[config.mk]
export PLATFORM = sky130hd
export DESIGN_NAME = compute_operand_forward_flat
export DESIGN_NICKNAME = d
export VERILOG_FILES = /design/src/rtl/compute_operand_forward_if.sv /design/src/rtl/compute_operand_forward.sv /design/src/flat_wrapper.sv
export SDC_FILE = /design/constraint.sdc
export NUM_CORES = 1
export LEC_CHECK = 0
export ABC_AREA = 0
export BUFFER_PORTS_ARGS = -buffer_cell sky130_fd_sc_hd__buf_4
export CAP_MARGIN = 20
export CORE_MARGIN = 3
export CORE_UTILIZATION = 23
export CTS_CLUSTER_SIZE = 8
export DETAILED_ROUTE_END_ITERATION = 7
export GPL_ROUTABILITY_DRIVEN = 0
export GPL_TIMING_DRIVEN = 0
export PLACE_DENSITY_LB_ADDON = 0.08
export SLEW_MARGIN = 10
export SYNTH_ARGS = -nofsm -noshare
export SYNTH_HDL_FRONTEND = slang
export SYNTH_SLANG_ARGS = --single-unit
[constraint.sdc]
create_clock -name clk -period 1.3 [get_ports clk]
set_input_delay 0.13 -clock clk [delete_from_list [all_inputs] [get_ports clk]]
set_output_delay 0.13 -clock clk [all_outputs]
set_load 0.02 [all_outputs]
[src/rtl/compute_operand_forward_if.sv]
// Compute-stage operand-forward bus: the forward-select enums and the
// interface that carries the R-stage operands, hazard-unit controls,
// M/W forward sources and the C-stage results.
// FORWARD_STATS_EN adds the forward statistics counter outputs.
`ifndef WORD_SIZE
`define WORD_SIZE 32
`endif

package HighLevelControl;

    // Encodings 4..7 are illegal and fall back to the register value.
    typedef enum logic [2:0] {
        RS1_NO_FORWARD     = 3'd0,
        RS1_COMPUTE_RESULT = 3'd1,
        RS1_RD1W           = 3'd2,
        RS1_RD1_POST_W     = 3'd3
    } rs1ForwardSrc;

    typedef enum logic [2:0] {
        RS2_NO_FORWARD     = 3'd0,
        RS2_COMPUTE_RESULT = 3'd1,
        RS2_RD1W           = 3'd2,
        RS2_RD1_POST_W     = 3'd3
    } rs2ForwardSrc;

endpackage

interface compute_operand_forward_if #(
    parameter int XLEN  = `WORD_SIZE,
    parameter int CNT_W = 32
);
    logic                           Valid_R;
    logic [XLEN-1:0]                Rs1Data_R;
    logic [XLEN-1:0]                Rs2Data_R;
    logic                           StallRC;
    HighLevelControl::rs1ForwardSrc Rs1ForwardSrc_C;
    HighLevelControl::rs2ForwardSrc Rs2ForwardSrc_C;
    logic [XLEN-1:0]                ComputeResult_M;
    logic [XLEN-1:0]                Rd1W;
    logic [XLEN-1:0]                Rs1Operand_C;
    logic [XLEN-1:0]                Rs2Operand_C;
    logic                           Valid_C;
    logic [XLEN-1:0]                Rd1PostW;
`ifdef FORWARD_STATS_EN
    logic [CNT_W-1:0]               ForwardCntCompute;
    logic [CNT_W-1:0]               ForwardCntW;
    logic [CNT_W-1:0]               ForwardCntPostW;
`endif

    // A zero-width counter is meaningless even when the counters are compiled out.
    if (CNT_W < 1) begin : g_cnt_w_check
        $error("CNT_W must be at least 1");
    end

    // Upstream side: register file, hazard unit and later pipeline stages.
    modport master (
        output Valid_R, Rs1Data_R, Rs2Data_R, StallRC,
               Rs1ForwardSrc_C, Rs2ForwardSrc_C, ComputeResult_M, Rd1W,
        input  Rs1Operand_C, Rs2Operand_C, Valid_C, Rd1PostW
`ifdef FORWARD_STATS_EN
        , input ForwardCntCompute, ForwardCntW, ForwardCntPostW
`endif
    );

    // The operand-forward block itself.
    modport slave (
        input  Valid_R, Rs1Data_R, Rs2Data_R, StallRC,
               Rs1ForwardSrc_C, Rs2ForwardSrc_C, ComputeResult_M, Rd1W,
        output Rs1Operand_C, Rs2Operand_C, Valid_C, Rd1PostW
`ifdef FORWARD_STATS_EN
        , output ForwardCntCompute, ForwardCntW, ForwardCntPostW
`endif
    );

endinterface

[src/rtl/compute_operand_forward.sv]
// Compute-stage operand path: R->C operand registers, a one-cycle-delayed
// copy of the writeback result, and the rs1/rs2 forwarding muxes feeding
// the ALU and store-data path.
// FORWARD_STATS_EN adds saturating per-source forward counters.
module compute_operand_forward #(
    parameter int XLEN  = `WORD_SIZE,
    parameter int CNT_W = 32
) (
    input logic                    clk,
    input logic                    reset,
    compute_operand_forward_if.slave bus
);
    import HighLevelControl::*;

    logic [XLEN-1:0] rs1_data_d, rs1_data_q;
    logic [XLEN-1:0] rs2_data_d, rs2_data_q;
    logic            valid_d, valid_q;
    logic [XLEN-1:0] rd1_post_w_d, rd1_post_w_q;

    if (CNT_W < 1) begin : g_cnt_w_check
        $error("CNT_W must be at least 1");
    end

    // Next-state for the R->C registers (hold on stall) and the W delay line (always advances).
    always_comb begin
        // NOTE: every always_comb output gets a default first so no path leaves it unassigned (no latch).
        rs1_data_d   = rs1_data_q;
        rs2_data_d   = rs2_data_q;
        valid_d      = valid_q;
        rd1_post_w_d = bus.Rd1W;
        if (!bus.StallRC) begin
            rs1_data_d = bus.Rs1Data_R;
            rs2_data_d = bus.Rs2Data_R;
            valid_d    = bus.Valid_R;
        end
    end

    // Pipeline registers; reset overrides stall and capture.
    always_ff @(posedge clk) begin
        // NOTE: sequential state uses non-blocking assignments so all flops update from pre-edge values.
        if (reset) begin
            rs1_data_q   <= '0;
            rs2_data_q   <= '0;
            valid_q      <= 1'b0;
            rd1_post_w_q <= '0;
        end else begin
            rs1_data_q   <= rs1_data_d;
            rs2_data_q   <= rs2_data_d;
            valid_q      <= valid_d;
            rd1_post_w_q <= rd1_post_w_d;
        end
    end

    // Operand muxes; illegal selects fall back to the register value.
    always_comb begin
        case (bus.Rs1ForwardSrc_C)
            RS1_COMPUTE_RESULT: bus.Rs1Operand_C = bus.ComputeResult_M;
            RS1_RD1W:           bus.Rs1Operand_C = bus.Rd1W;
            RS1_RD1_POST_W:     bus.Rs1Operand_C = rd1_post_w_q;
            default:            bus.Rs1Operand_C = rs1_data_q;
        endcase
        case (bus.Rs2ForwardSrc_C)
            RS2_COMPUTE_RESULT: bus.Rs2Operand_C = bus.ComputeResult_M;
            RS2_RD1W:           bus.Rs2Operand_C = bus.Rd1W;
            RS2_RD1_POST_W:     bus.Rs2Operand_C = rd1_post_w_q;
            default:            bus.Rs2Operand_C = rs2_data_q;
        endcase
    end

    assign bus.Valid_C  = valid_q;
    assign bus.Rd1PostW = rd1_post_w_q;

`ifdef FORWARD_STATS_EN
    logic [CNT_W-1:0] fwd_cnt_compute_d, fwd_cnt_compute_q;
    logic [CNT_W-1:0] fwd_cnt_w_d,       fwd_cnt_w_q;
    logic [CNT_W-1:0] fwd_cnt_post_w_d,  fwd_cnt_post_w_q;
    logic             count_en;
    logic             use_compute, use_w, use_post_w;

    // Count one per counting cycle per source, saturating at all-ones.
    always_comb begin
        count_en    = valid_q && !bus.StallRC;
        use_compute = (bus.Rs1ForwardSrc_C == RS1_COMPUTE_RESULT) ||
                      (bus.Rs2ForwardSrc_C == RS2_COMPUTE_RESULT);
        use_w       = (bus.Rs1ForwardSrc_C == RS1_RD1W) ||
                      (bus.Rs2ForwardSrc_C == RS2_RD1W);
        use_post_w  = (bus.Rs1ForwardSrc_C == RS1_RD1_POST_W) ||
                      (bus.Rs2ForwardSrc_C == RS2_RD1_POST_W);
        fwd_cnt_compute_d = fwd_cnt_compute_q;
        fwd_cnt_w_d       = fwd_cnt_w_q;
        fwd_cnt_post_w_d  = fwd_cnt_post_w_q;
        if (count_en && use_compute && (fwd_cnt_compute_q != '1))
            fwd_cnt_compute_d = fwd_cnt_compute_q + 1'b1;
        if (count_en && use_w && (fwd_cnt_w_q != '1))
            fwd_cnt_w_d = fwd_cnt_w_q + 1'b1;
        if (count_en && use_post_w && (fwd_cnt_post_w_q != '1))
            fwd_cnt_post_w_d = fwd_cnt_post_w_q + 1'b1;
    end

    // Statistics counter registers.
    always_ff @(posedge clk) begin
        if (reset) begin
            fwd_cnt_compute_q <= '0;
            fwd_cnt_w_q       <= '0;
            fwd_cnt_post_w_q  <= '0;
        end else begin
            fwd_cnt_compute_q <= fwd_cnt_compute_d;
            fwd_cnt_w_q       <= fwd_cnt_w_d;
            fwd_cnt_post_w_q  <= fwd_cnt_post_w_d;
        end
    end

    assign bus.ForwardCntCompute = fwd_cnt_compute_q;
    assign bus.ForwardCntW       = fwd_cnt_w_q;
    assign bus.ForwardCntPostW   = fwd_cnt_post_w_q;
`endif

`ifndef SYNTHESIS
    // Flag select encodings that have no defined source.
    always @(posedge clk) begin
        if (!reset) begin
            assert ($isunknown(bus.Rs1ForwardSrc_C) || bus.Rs1ForwardSrc_C inside
                    {RS1_NO_FORWARD, RS1_COMPUTE_RESULT, RS1_RD1W, RS1_RD1_POST_W})
                else $error("illegal Rs1ForwardSrc_C 0x%0h", bus.Rs1ForwardSrc_C);
            assert ($isunknown(bus.Rs2ForwardSrc_C) || bus.Rs2ForwardSrc_C inside
                    {RS2_NO_FORWARD, RS2_COMPUTE_RESULT, RS2_RD1W, RS2_RD1_POST_W})
                else $error("illegal Rs2ForwardSrc_C 0x%0h", bus.Rs2ForwardSrc_C);
        end
    end
`endif

endmodule

[src/flat_wrapper.sv]
// flat-port wrapper written by rule: the top's interface ports become plain ports
module compute_operand_forward_flat import HighLevelControl::*;
#(
    parameter int XLEN  = `WORD_SIZE,
    parameter int CNT_W = 32
)
  (clk, reset, bus_Valid_R, bus_Rs1Data_R, bus_Rs2Data_R, bus_StallRC, bus_Rs1ForwardSrc_C, bus_Rs2ForwardSrc_C, bus_ComputeResult_M, bus_Rd1W, bus_Rs1Operand_C, bus_Rs2Operand_C, bus_Valid_C, bus_Rd1PostW);
  compute_operand_forward_if #(.XLEN(XLEN), .CNT_W(CNT_W)) bus_i ();
  input logic clk;
  input logic reset;
  input wire logic [$bits(bus_i.Valid_R)-1:0] bus_Valid_R;
  input wire logic [$bits(bus_i.Rs1Data_R)-1:0] bus_Rs1Data_R;
  input wire logic [$bits(bus_i.Rs2Data_R)-1:0] bus_Rs2Data_R;
  input wire logic [$bits(bus_i.StallRC)-1:0] bus_StallRC;
  input wire logic [$bits(bus_i.Rs1ForwardSrc_C)-1:0] bus_Rs1ForwardSrc_C;
  input wire logic [$bits(bus_i.Rs2ForwardSrc_C)-1:0] bus_Rs2ForwardSrc_C;
  input wire logic [$bits(bus_i.ComputeResult_M)-1:0] bus_ComputeResult_M;
  input wire logic [$bits(bus_i.Rd1W)-1:0] bus_Rd1W;
  output wire logic [$bits(bus_i.Rs1Operand_C)-1:0] bus_Rs1Operand_C;
  output wire logic [$bits(bus_i.Rs2Operand_C)-1:0] bus_Rs2Operand_C;
  output wire logic [$bits(bus_i.Valid_C)-1:0] bus_Valid_C;
  output wire logic [$bits(bus_i.Rd1PostW)-1:0] bus_Rd1PostW;
  assign bus_i.Valid_R = bus_Valid_R;
  assign bus_i.Rs1Data_R = bus_Rs1Data_R;
  assign bus_i.Rs2Data_R = bus_Rs2Data_R;
  assign bus_i.StallRC = bus_StallRC;
  assign bus_i.Rs1ForwardSrc_C = bus_Rs1ForwardSrc_C;
  assign bus_i.Rs2ForwardSrc_C = bus_Rs2ForwardSrc_C;
  assign bus_i.ComputeResult_M = bus_ComputeResult_M;
  assign bus_i.Rd1W = bus_Rd1W;
  assign bus_Rs1Operand_C = bus_i.Rs1Operand_C;
  assign bus_Rs2Operand_C = bus_i.Rs2Operand_C;
  assign bus_Valid_C = bus_i.Valid_C;
  assign bus_Rd1PostW = bus_i.Rd1PostW;
  compute_operand_forward #(.XLEN(XLEN), .CNT_W(CNT_W)) u_core (.clk(clk), .reset(reset), .bus(bus_i));
endmodule
==> results.py <==
metrics = {
    "synth": {
        "synth-edff-count": 0,
        "syn_nets": 665,
        "synth_cells": 527,
        "synthTopCellsByArea": "dfxtp_1 (36%), mux2i_1 (15%), a221o_1 (8.6%), nor4bb_1 (8.6%), mux2_4 (5.0%)",
        "netlist.top_cell.by_area": "dfxtp_1",
        "synth_ff_type": "dfxtp_1",
        "ys_seq_area_share_pct": 36.1,
        "async_reset_ff_share_pct": 0,
        "ys_ff_latch": 97,
        "synth_area_um2": 5380,
        "syn_avg_cell_area_um2": 10.2,
        "ys_types": 19,
        "synth_top_area_share_pct": 36.1,
        "yosysWarnings": 0,
    },
    "route": {
        "wl_mm": 23.8,
        "post-route-drc-count": 0,
        "wl_per_cell_um": 21.1,
        "drt-pass1-iter-count": 4,
        "via_per_inst": 4.63,
        "ant_nets": 0,
        "vias": 5239,
        "initialDrtViolationCount": 286,
    },
    "worst_setup_path": {
        "cp.required_ps": 1170,
        "cp-start-kind": "flop",
        "cp.arrival_ps": 1440,
        "end_kind": "output port",
        "crit_type": "flop to output port",
        "cp_max_fo": 3,
    },
    "timing": {
        "setup_viol": 64,
        "rsz0062_at_grt": "true",
        "slew_headroom_pct": 54.9,
        "tightest_slew_ps": 676,
        "worst_slack_ps": -273,
        "hold_viol": 0,
        "skew_ps": 0,
        "slew_viol_final": 0,
        "fin_crit_sh_pct": 121,
        "timing.final.crit_period_ps": 1570,
        "fmax_mhz": 636,
    },
    "clock_tree": {
        "insertion_delay_ps": 350,
        "cts-root-buf": "clkbuf_16",
        "tritoncts": "yes",
        "cts.sinks": 97,
        "cts_max_level": 3,
        "clk_transition_reported_paths_ps": 70,
        "numCtsBuffers": 9,
        "clockBufferDepth": 2,
    },
    "power_and_ir_drop": {
        "seqPwrFrac_pct": 37.3,
        "p_switching_uw": 2600,
        "comb_power_share_pct": 29.2,
        "ir_drop_mv": 0.591,
        "leakagePower_uw": 0.00412,
        "power.internal_uw": 6170,
        "pwr-share-clk_pct": 33.6,
        "swShare_pct": 29.6,
        "powerDensity_nw_per_um2": 1020,
        "power_uw": 8770,
    },
    "die": {
        "boundaryPins": 235,
        "core_region_area_um2": 22800,
        "row_count": 55,
        "dieArea_um2": 25300,
        "die_width_um": 159,
        "die_y_um": 159,
        "initial_core_util_pct": 23.6,
    },
    "run_status": {
        "violations": "setup timing",
        "status": "finished with violations",
    },
    "place": {
        "portBuffers": 231,
        "placed_area_um2": 7550,
        "dp_hpwl_mm": 17.6,
        "place_ws_ps": -599,
    },
    "global_route": {
        "grt_use_total_pct": 18.3,
        "grt_pass1_wl_mm": 35.6,
        "grt_pass1_vias": 5800,
        "grt_max_degree": 16,
        "antenna_found_initial": 0,
        "overflow": 0,
    },
    "final_layout": {
        "nFillCells": 2377,
        "final_nets": 952,
        "final_area_um2": 8580,
        "drive_gt1_share_pct": 46.7,
        "n_antenna_cell": 0,
        "multi_input_area_um2": 3110,
        "synthToLayoutAreaGrowth_pct": 59.4,
        "regArea_um2": 1980,
    },
    "worst_hold_path": {
        "hp-class": "input port to flop",
    },
    "job": {
        "cap_viol_max_count": 0,
    },
}
[repair_timing]
item,CTS,global route
buffers inserted,16,3
endpoints found under the setup margin,69,64
gates resized for setup,88,13
hold buffers,27,0
endpoints found under the hold margin,27,0
pin swaps,27,9
[placed cells by master, fill, tap and decap left out, drive strengths merged]
master       instances
bufinv               2
mux2                46
a222oi              18
nor2                65
clkinv               2
dfxtp               97
nor2b               34
dlygate4sd3         27
nor4bb              46
clkinvlp             1
o21bai               2
inv                 36
buf                277
clkbuf              35
a221o               46
nor3b                1
mux2i               83
[Yosys cell counts, types with 5 or more instances]
cell      count
mux2_4       18
mux2i_1      83
mux2_1        6
a222oi_1     18
dfxtp_1      97
clkbuf_1     24
nor2b_1      34
mux2_2       22
buf_6         5
buf_4        10
nor4bb_1     46
a221o_1      46
nor2_1       65
buf_2        13
inv_1        36
[stage by stage]
stage,cells,hold slack (ps),utilization [%],setup TNS (ps)
after floorplan,527,258,-,-37.5
after global placement,1071,358,33.1,-23370
after detailed placement,1071,367,33.1,-28440
after CTS,1128,0.00197,37.3,-13650
after global routing,1131,9.31,37.6,-15450
final,1131,9.92,37.6,-12260
[cell type report]
class / count / share of cell area [%]
Multi-Input combinational cell: 341 / 36.2
Timing Repair Buffer: 277 / 27.0
Sequential cell: 97 / 23.1
Tap cell: 313 / 4.56
Buffer: 52 / 3.92
Clock buffer: 10 / 2.67
Inverter: 36 / 1.57
Clock inverter: 5 / 0.948
[layer usage]
layer | vias up | wire, um | share of wire (%) | GRT usage, %
met3 | 16 | 1720 | 7.2 | 4.97
met2 | 182 | 11400 | 48 | 31.1
met4 | 0 | 321 | 1.3 | 4.78
met5 | - | 0 | 0 | 0
met1 | 2520 | 10400 | 44 | 23.1
li1 | 2521 | - | - | -
[path summary, 6_finish.rpt]
check	start	endpoint	slack, ps	cells past startpoint
worst min register to register	u_core.rs1_data_q[29]$_SDFFE_PP0N_	u_core.rs1_data_q[29]$_SDFFE_PP0N_	500	2
worst max register to register	u_core.rs2_data_q[11]$_SDFFE_PP0N_	u_core.rs2_data_q[11]$_SDFFE_PP0N_	640	2
worst max-delay path	u_core.bus.Rd1PostW[18]$_SDFF_PP0_	bus_Rs1Operand_C[18]	-270	3
worst min-delay path	bus_Rs1Data_R[21]	u_core.rs1_data_q[21]$_SDFFE_PP0N_	10	3
[worst max-delay path, stage by stage, from the launching register on]
cell and delay (ps):
dfxtp_2 330, mux2_4 260, a221o_1 350, buf_6 150
[power by group through the flow]
| stage | logic [uW] | clock network (uW) | registers [uW] |
|---|---|---|---|
| after detailed placement | 2300 | 0 | 3330 |
| final | 2560 | 2940 | 3270 |
| after floorplan | 1180 | 0 | 3360 |
| after global routing | 2720 | 3140 | 3290 |
| after global placement | 2280 | 0 | 3330 |
| after CTS | 2560 | 3030 | 3270 |
[cell families after synthesis]
kind of cell,synth area share [%]
flops,36.1
mux,26.3
compound gates,12.2
simple gates,17.3
buf+inv,8.11
[registers in the layout, summed over array words and instances (netlist names)]
signal / count
u_core.bus.Rd1PostW: 32
u_core.rs2_data_q: 32
u_core.bus.Valid_C: 1
u_core.rs1_data_q: 32
No activity file was read; power rests on OpenSTA's default activity.
